==> src/rtl/sq_nbit_seq_pkg.sv <==
// Shared types and helpers for the sequential squarer family.
package sq_pkg;

  typedef enum logic [1:0] {
    IDLE = 2'd0,
    CALC = 2'd1,
    DONE = 2'd2
  } sq_state_e;

  function automatic int unsigned sq_cnt_w(input int unsigned w);
    return $clog2(w + 1);
  endfunction

endpackage

==> src/rtl/sq_nbit_seq_if.sv <==
// Operand/result handshake bundle between producer, squarer and consumer.
interface sq_nbit_seq_if #(
  parameter int unsigned W = 8
) ();

  logic           in_valid;
  logic           in_ready;
  logic [W-1:0]   in_data;
  logic           out_valid;
  logic           out_ready;
  logic [2*W-1:0] out_data;

  // Drives operands and accepts results.
  modport master (
    output in_valid, in_data, out_ready,
    input  in_ready, out_valid, out_data
  );

  // The squarer itself.
  modport slave (
    input  in_valid, in_data, out_ready,
    output in_ready, out_valid, out_data
  );

endinterface

==> src/rtl/sq_nbit_seq_abs.sv <==
// Combinational W-bit two's-complement magnitude; the most negative input maps to 2^(W-1).
module sq_abs #(
  parameter int unsigned W = 8
) (
  input  logic [W-1:0] i_data,
  output logic [W-1:0] o_mag
);

  assign o_mag = i_data[W-1] ? (~i_data + 1'b1) : i_data;

endmodule

==> src/rtl/sq_nbit_seq.sv <==
// Sequential shift-and-add squarer: one operand per handshake, 2W-bit square after W cycles.
// Define SQ_SIGNED_EN to treat in_data as two's complement (squares its magnitude).
module sq_nbit_seq
  import sq_pkg::*;
#(
  parameter int unsigned W = 8
) (
  input logic          clk,
  input logic          rst,
  sq_nbit_seq_if.slave bus
);

  localparam int unsigned     CntW    = sq_cnt_w(W);
  localparam logic [1:0]      ST_IDLE = IDLE;
  localparam logic [1:0]      ST_CALC = CALC;
  localparam logic [1:0]      ST_DONE = DONE;
  localparam logic [CntW-1:0] CntLast = CntW'(W - 1);

  logic [1:0]      r_state;
  logic [W-1:0]    r_m;
  logic [2*W-1:0]  r_b;
  logic [2*W-1:0]  r_acc;
  logic [CntW-1:0] r_cnt;

  logic [W-1:0]    w_mag;
  logic            w_in_ready;
  logic            w_out_valid;

`ifdef SQ_SIGNED_EN
  sq_abs #(
    .W (W)
  ) u_abs (
    .i_data (bus.in_data),
    .o_mag  (w_mag)
  );
`else
  assign w_mag = bus.in_data;
`endif

  // Handshake flags come from registered state only.
  assign w_in_ready  = (r_state == ST_IDLE);
  assign w_out_valid = (r_state == ST_DONE);

  assign bus.in_ready  = w_in_ready;
  assign bus.out_valid = w_out_valid;
  assign bus.out_data  = r_acc;

  always_ff @(posedge clk or posedge rst) begin
    if (rst) begin
      r_state <= ST_IDLE;
      r_m     <= '0;
      r_b     <= '0;
      r_acc   <= '0;
      r_cnt   <= '0;
    end else begin
      case (r_state)
        ST_IDLE: begin
          if (bus.in_valid && w_in_ready) begin
            r_m     <= w_mag;
            r_b     <= {{W{1'b0}}, w_mag};
            r_acc   <= '0;
            r_cnt   <= '0;
            r_state <= ST_CALC;
          end
        end
        ST_CALC: begin
          // a*a < 2^2W, so the accumulator never wraps.
          if (r_m[0]) r_acc <= r_acc + r_b;
          r_m   <= r_m >> 1;
          r_b   <= r_b << 1;
          r_cnt <= r_cnt + 1'b1;
          if (r_cnt == CntLast) r_state <= ST_DONE;
        end
        ST_DONE: begin
          if (bus.out_ready) r_state <= ST_IDLE;
        end
        default: r_state <= ST_IDLE;
      endcase
    end
  end

endmodule

==> src/flat_wrapper.sv <==
// flat-port wrapper written by rule: the top's interface ports become plain ports
module sq_nbit_seq_flat import sq_pkg::*;
#(
  parameter int unsigned W = 8
)
  (clk, rst, bus_in_valid, bus_in_data, bus_out_ready, bus_in_ready, bus_out_valid, bus_out_data);
  sq_nbit_seq_if #(.W(W)) bus_i ();
  input logic clk;
  input logic rst;
  input wire logic [$bits(bus_i.in_valid)-1:0] bus_in_valid;
  input wire logic [$bits(bus_i.in_data)-1:0] bus_in_data;
  input wire logic [$bits(bus_i.out_ready)-1:0] bus_out_ready;
  output wire logic [$bits(bus_i.in_ready)-1:0] bus_in_ready;
  output wire logic [$bits(bus_i.out_valid)-1:0] bus_out_valid;
  output wire logic [$bits(bus_i.out_data)-1:0] bus_out_data;
  assign bus_i.in_valid = bus_in_valid;
  assign bus_i.in_data = bus_in_data;
  assign bus_i.out_ready = bus_out_ready;
  assign bus_in_ready = bus_i.in_ready;
  assign bus_out_valid = bus_i.out_valid;
  assign bus_out_data = bus_i.out_data;
  sq_nbit_seq #(.W(W)) u_core (.clk(clk), .rst(rst), .bus(bus_i));
endmodule
==> config.mk <==
export PLATFORM = sky130hd
export DESIGN_NAME = sq_nbit_seq_flat
export DESIGN_NICKNAME = d
export VERILOG_FILES = /design/src/rtl/sq_nbit_seq_pkg.sv /design/src/rtl/sq_nbit_seq_if.sv /design/src/rtl/sq_nbit_seq_abs.sv /design/src/rtl/sq_nbit_seq.sv /design/src/flat_wrapper.sv
export SDC_FILE = /design/constraint.sdc
export NUM_CORES = 1
export LEC_CHECK = 0
export CAP_MARGIN = 20
export CORE_MARGIN = 2
export CORE_UTILIZATION = 56
export CTS_CLUSTER_SIZE = 14
export DETAILED_ROUTE_END_ITERATION = 16
export GPL_ROUTABILITY_DRIVEN = 0
export PLACE_DENSITY = 0.79
export SETUP_SLACK_MARGIN = 0.1
export SYNTH_ARGS = -nofsm -noshare
export SYNTH_HDL_FRONTEND = slang
export SYNTH_SLANG_ARGS = --single-unit
==> constraint.sdc <==
create_clock -name clk -period 2.73 [get_ports clk]
set_clock_uncertainty 0.2 [all_clocks]
set_input_delay 0.546 -clock clk [delete_from_list [all_inputs] [get_ports clk]]
set_output_delay 0.546 -clock clk [all_outputs]
set_load 0.005 [all_outputs]
==> run summary, run 1 <==
Outcome -> finished, final reports clean
Register bit total from synthesis -> 46
Fin crit share -> 88.3%
# Post-CTS Setup Buffers -> 0
Reg-to-reg endpoint -> u_core.bus.out_data[8]
Clock slew at reported path FFs -> 90 ps
Worst Hold End -> u_core.r_m[4]
Drt drc -> 0
Die Wd -> 73.2 um
Area Growth Syn to Fin -> 15.8%
Worst reg2reg startpoint -> u_core.r_b[0]
Fin Setup TNS -> 0 ps
Final min period -> 2410 ps
Root buffer cell -> clkbuf_8
Vias in the first global route -> 2115
Crit end category -> register
R2R cell count -> 8
Clk sinks -> 46
Seq/Total Area, Yosys -> 43.0%
Total CTS buffers -> 5
Warnings from Yosys -> 0
CTS tree -> built
Total number of vias -> 2266
Die Y -> 73.2 um
Pwr/cell area -> 1130 nW/um2
PnR worst setup slack -> 320 ps
EDFF count, synth -> 0
Drt pass-1 iters -> 4
Type of origin of the critical path -> register
Number of port buffers -> 29
Asr flop ratio synth -> 100%
Final hold viol count -> 0
Syn Inst Count -> 287
Initial core utilization -> 57.5%
CORE AREA -> 4660 um2
DIE AREA -> 5360 um2
Setup CP Type -> register to register
Slew HR -> 70.2%
Commonest register cell after synthesis -> dfrtp_1
RSZ-0062 raised after global routing -> no
Hold WC Path Type -> register to register
Area of the mapped netlist -> 2680 um2
Total wire length -> 5630 um
Worst Path Arrival -> 2400 ps
Synth cell types -> 48
Rows -> 25
Peak Freq -> 0.415 GHz
Place WS -> 292 ps
Placed wire-length estimate -> 4150 um
Slew Limit Fails -> 0
Final Hold Slack -> 290 ps
Final setup vio count -> 0
Max-Cap Viols -> 0
Leakage -> 1.41 nW
Hold Path Cell Cnt -> 2
Later-pin clock latency in the skew report -> 290 ps
Clock buffer depth -> 2
Antenna fix cells -> 0
Total GRT Usage -> 23.4%
H-Tree Depth -> 2
Routed len/inst -> 15.4 um
Required @ worst endpoint -> 2720 ps
Syn Nets -> 316
Share of layout cells above drive strength 1 -> 7.05%
VDD IR-drop max -> 0.553 mV
Pin count of the biggest net entering global routing -> 33
Syn_area_per_cell -> 9.34 um2
GR Overflow Total -> 0
First-pass GRT wire length -> 9720 um
Reg2reg setup slack -> 320 ps
# nets final -> 340
Worst Hold Launch -> u_core.r_m[5]
Starting DRT DRC Count -> 194
Hold_buf cts -> 0
Routed Antenna Nets -> 0
Slew @ Worst Pin -> 446 ps
Ports -> 30
Vias per std cell -> 6.19
Antenna violations before repair -> 0
CTS resizes -> 0
Crit-path max FO -> 4
-- worst max-delay path: stages (launching register included) --
cell and delay (ps):
dfrtp_1 420, ha_1 220, inv_1 80, fa_1 200
nor2b_1 60, o211ai_1 310, a21oi_1 180, or3_1 370
a32o_1 260
-- final cells by class --
cell class | count | area [um2]
Clock buffer | 7 | 86.3
Clock inverter | 1 | 5.00
Fill cell | 383 | 1560
Inverter | 5 | 18.8
Multi-Input combinational cell | 219 | 1430
Sequential cell | 46 | 1150
Tap cell | 54 | 67.6
Timing Repair Buffer | 34 | 340
-- per-layer routing --
layer	track usage (%)	vias up	share of wire, %
met5	0	-	0
met3	4.14	14	4.1
met2	38.1	70	47
met1	31.4	1084	47
met4	8.02	0	1.8
li1	-	1098	-
-- where the power goes --
group | internal (W) | total, W | switching, W
clock network | 0.000205 | 0.000437 | 0.000232
logic | 0.000866 | 0.00184 | 0.000972
registers | 0.000964 | 0.00124 | 0.000276
total | 0.00203 | 0.00351 | 0.00148
-- cell usage after synthesis, types with 4 or more instances --
cell type,count,area (um2)
clkbuf_1,10,37.5
nand2_1,38,143
a21oi_1,27,135
xor2_1,6,52.6
and2_1,7,43.8
dfrtp_1,46,1150
o211ai_1,4,30.0
nor2b_1,8,50.1
a211oi_1,4,30.0
nor2_1,8,30.0
nand3_1,6,30.0
inv_1,5,18.8
o21ai_0,30,150
a21o_1,6,45.0
ha_1,16,200
a22o_1,14,123
-- through the flow --
step / utilization (%) / instances / total power [W] / instance area, um2
finish: 66.6 / 366 / 0.00351 / 3100
global placement: 64.6 / 358 / 0.00302 / 3010
floorplan: - / 287 / 0.00254 / 2680
detailed placement: 64.6 / 358 / 0.00308 / 3010
global route: 66.6 / 366 / 0.00382 / 3100
CTS: 66.6 / 366 / 0.00352 / 3100
-- registers in the layout, summed over array words and instances (netlist names) --
name	cells
u_core.r_state	2
u_core.r_cnt	4
u_core.bus.out_data	16
u_core.r_b	16
u_core.r_m	8
-- worst max path at each step --
stage | from | endpoint
2_1_floorplan | u_core.bus.out_data[12] | u_core.bus.out_data[14]
3_3_place_gp | bus_in_valid | u_core.bus.out_data[12]
3_5_place_dp | bus_in_valid | u_core.bus.out_data[12]
4_1_cts | u_core.r_b[0] | u_core.bus.out_data[8]
5_1_grt | u_core.r_b[0] | u_core.bus.out_data[10]
6_report | u_core.r_b[0] | u_core.bus.out_data[8]
-- cells by family after synthesis --
family                     count (synthesis)  synth area share, %
muxes                                      3                 1.21
adders and majority gates                 17                 8.22
AOI/OAI and AO/OA                        103                 24.9
buffers and inverters                     22                 3.64
DFF                                       46                 43.0
and+or+nand+nor                           87                 16.2
xor gates and xnor gates                   9                 2.94
-- cell usage in the layout (no fill, tap or decap), types with 2 or more instances in the layout --
master           instances
nand3_1                  6
a21o_1                   6
a211oi_1                 4
nor3_1                   2
a21oi_1                 27
buf_4                    4
clkbuf_8                 6
and3_1                   2
a221oi_1                 2
xnor2_1                  3
inv_1                    4
and2_1                   7
xor2_1                   6
nor2b_1                  7
a32o_1                   2
or4_1                    2
o21ai_0                 30
nand2_1                 38
a22o_1                  14
clkdlybuf4s50_1         29
or3_1                    3
a22oi_1                  2
or2_2                    3
o211ai_1                 4
dfrtp_1                 46
ha_1                    16
nand4_1                  2
nor2_1                   8
mux2_2                   2
a221o_1                  2
o31a_1                   3
(Power assumes the default switching activity.)
==> inputs of run 2 (changes only) <==
--- a/config.mk
+++ b/config.mk
@@ -7,11 +7,14 @@
 export LEC_CHECK = 0
 export CAP_MARGIN = 20
 export CORE_MARGIN = 2
-export CORE_UTILIZATION = 56
+export CORE_UTILIZATION = 58
+export CTS_BUF_LIST = sky130_fd_sc_hd__clkbuf_4 sky130_fd_sc_hd__clkbuf_8
 export CTS_CLUSTER_SIZE = 14
 export DETAILED_ROUTE_END_ITERATION = 16
 export GPL_ROUTABILITY_DRIVEN = 0
-export PLACE_DENSITY = 0.79
+export HOLD_SLACK_MARGIN = 0.05
+export PLACE_DENSITY = 0.82
+export REMOVE_ABC_BUFFERS = 1
 export SETUP_SLACK_MARGIN = 0.1
 export SYNTH_ARGS = -nofsm -noshare
 export SYNTH_HDL_FRONTEND = slang
==> run 2 against run 1 <==
  * Count of clock-buffer cells in the layout stayed put
  * Combinational power is 2% higher
  * Register-to-register slack better by 20 ps
  * Flip-flop and latch count stayed put
  * Clock power is 4% higher
  * Fmax is 0.94% higher
  * Worst hold slack better by 3.3 ps
  * Critical path type unchanged
  * Critical endpoint is now u_core.bus.out_data[10]
  * Largest cell class unchanged
  * Largest power group unchanged
==> run summary, run 2 (synthesized netlist as in run 1, its figures left out) <==
H-Tree Depth -> 2 (unchanged)
Place WS -> 405 ps (was 292 ps)
Final core utilization -> 71.0% (was 66.6%)
VDD IR-drop max -> 0.601 mV (was 0.553 mV)
Initial core utilization -> 60.7% (was 57.5%)
Required @ worst endpoint -> 2730 ps (was 2720 ps)
Metal3 WL -> 301 um (was 229 um)
Total CTS buffers -> 5 (unchanged)
First-pass GRT wire length -> 10000 um (was 9720 um)
CP cell instances -> ha_1, inv_1, fa_1, nor2b_1, o211ai_1, a211oi_1, o21ai_0, a32o_1 (was ha_1, inv_1, fa_1, nor2b_1, o211ai_1, a21oi_1, or3_1, a32o_1)
Final Hold Slack -> 294 ps (was 290 ps)
Final hold viol count -> 0 (unchanged)
Slew HR -> 63.7% (was 70.2%)
WL met2 -> 2820 um (was 2650 um)
Hold_buf cts -> 0 (unchanged)
Largest stage delay, worst path -> 410 ps (was 420 ps)
Slew @ Worst Pin -> 542 ps (was 446 ps)
Final setup vio count -> 0 (unchanged)
Antenna violations before repair -> 0 (unchanged)
Setup CP Type -> register to register (unchanged)
Total number of vias -> 2267 (was 2266)
Crit-path slowest cell -> fa_1 (was dfrtp_1)
CTS resizes -> 0 (unchanged)
Share of layout cells above drive strength 1 -> 7.94% (was 7.05%)
Type of origin of the critical path -> register (unchanged)
Routed Antenna Nets -> 0 (unchanged)
DIE AREA -> 5180 um2 (was 5360 um2)
Starting DRT DRC Count -> 162 (was 194)
Most frequent cells in the layout -> dfrtp_1 (46), nand2_1 (38), o21ai_0 (30), clkdlybuf4s50_1 (29), a21oi_1 (27) (unchanged)
Reg2reg setup slack -> 340 ps (was 320 ps)
Placed wire-length estimate -> 4210 um (was 4150 um)
Crit end category -> register (unchanged)
Total wire length -> 5790 um (was 5630 um)
Ports -> 30 (unchanged)
Pwr/cell area -> 1140 nW/um2 (was 1130 nW/um2)
Antenna fix cells -> 0 (unchanged)
Clock buffer depth -> 2 (unchanged)
Max-Cap Viols -> 0 (unchanged)
CORE AREA -> 4410 um2 (was 4660 um2)
Total GRT Usage -> 24.6% (was 23.4%)
Root buffer cell -> clkbuf_8 (unchanged)
Drt pass-1 iters -> 4 (unchanged)
Drt drc -> 0 (unchanged)
Final Power -> 0.00357 W (was 0.00351 W)
Crit-path max FO -> 3 (was 4)
Die Y -> 72.0 um (was 73.2 um)
Outcome -> finished, final reports clean (unchanged)
Vias in the first global route -> 2131 (was 2115)
# Post-CTS Setup Buffers -> 0 (unchanged)
Worst Path Arrival -> 2390 ps (was 2400 ps)
RSZ-0062 raised after global routing -> no (unchanged)
Top layer reached by signal wires -> met4 (unchanged)
Pin count of the biggest net entering global routing -> 31 (was 33)
Slew Limit Fails -> 0 (unchanged)
GR Overflow Total -> 0 (unchanged)
Rows -> 24 (was 25)
CTS tree -> built (unchanged)
Final min period -> 2390 ps (was 2410 ps)
Peak Freq -> 0.419 GHz (was 0.415 GHz)
Vias per std cell -> 6.18 (was 6.19)
# nets final -> 343 (was 340)
Fin crit share -> 87.5% (was 88.3%)
Clk sinks -> 46 (unchanged)
Commonest non-fill, non-tap cell in the layout -> dfrtp_1 (unchanged)
Routed length on met1 -> 2580 um (was 2650 um)
Later-pin clock latency in the skew report -> 310 ps (was 290 ps)
Routed len/inst -> 15.8 um (was 15.4 um)
Area Growth Syn to Fin -> 16.9% (was 15.8%)
Number of port buffers -> 29 (unchanged)
Hold WC Path Type -> register to register (unchanged)
Die Wd -> 72.0 um (was 73.2 um)
PnR worst setup slack -> 342 ps (was 320 ps)
Clock slew at reported path FFs -> 90 ps (about the same)
Leakage -> 1.42 nW (was 1.41 nW)
[run 2: changes by cell type in the layout (fill, tap and decap cells not counted)]
cell	previous run	this run
buf_4	4	6
buf_8	0	1
clkbuf_1	1	0
clkbuf_4	0	1
clkinv_1	0	1
inv_2	1	0
[run 2: area by class of cell]
| class | instances | area (um2) |
|---|---|---|
| Multi-Input combinational cell | 219 | 1430 |
| Fill cell | 357 | 1280 |
| Sequential cell | 46 | 1150 |
| Timing Repair Buffer | 37 | 370 |
| Clock buffer | 7 | 90.1 |
| Tap cell | 52 | 65.1 |
| Inverter | 5 | 18.8 |
| Clock inverter | 1 | 5.00 |
[run 2: metal layers]
layer,global-route usage [%],vias up
li1,-,1101
met1,34.7,1082
met2,39.5,76
met3,4.44,8
met4,6.92,0
met5,0,-
[run 2: per-stage QoR]
stage	setup TNS (ps)	instances	cell area, um2
global route	0	367	3130
floorplan	-1860	270	2600
CTS	0	366	3120
global placement	0	358	3020
finish	0	367	3130
detailed placement	0	358	3020
[run 2: report_power, final]
group | internal, W | switching (W)
sequential | 0.000964 | 0.000275
combinational | 0.000881 | 0.000995
clock | 0.000215 | 0.000240
total | 0.00206 | 0.00151
[run 2: critical path: cells and delay by family (launching register included)]
family | cells | cell delay, ps
AOI/OAI and AO/OA | 4 | 850
adders and majority gates | 2 | 620
DFF | 1 | 400
and+or+nand+nor | 1 | 150
buffers and inverters | 1 | 70
[run 2: path summary, 6_finish.rpt]
check	from	endpoint	depth (start not counted)
max in group asynchronous	rst	u_core.r_b[3]	3
min in group asynchronous	rst	u_core.bus.out_data[10]	2
hold reg to reg	u_core.r_m[4]	u_core.r_m[3]	2
setup / recovery	u_core.bus.out_data[0]	u_core.bus.out_data[10]	8
hold / removal	u_core.r_m[4]	u_core.r_m[3]	2
setup reg to reg	u_core.bus.out_data[0]	u_core.bus.out_data[10]	8
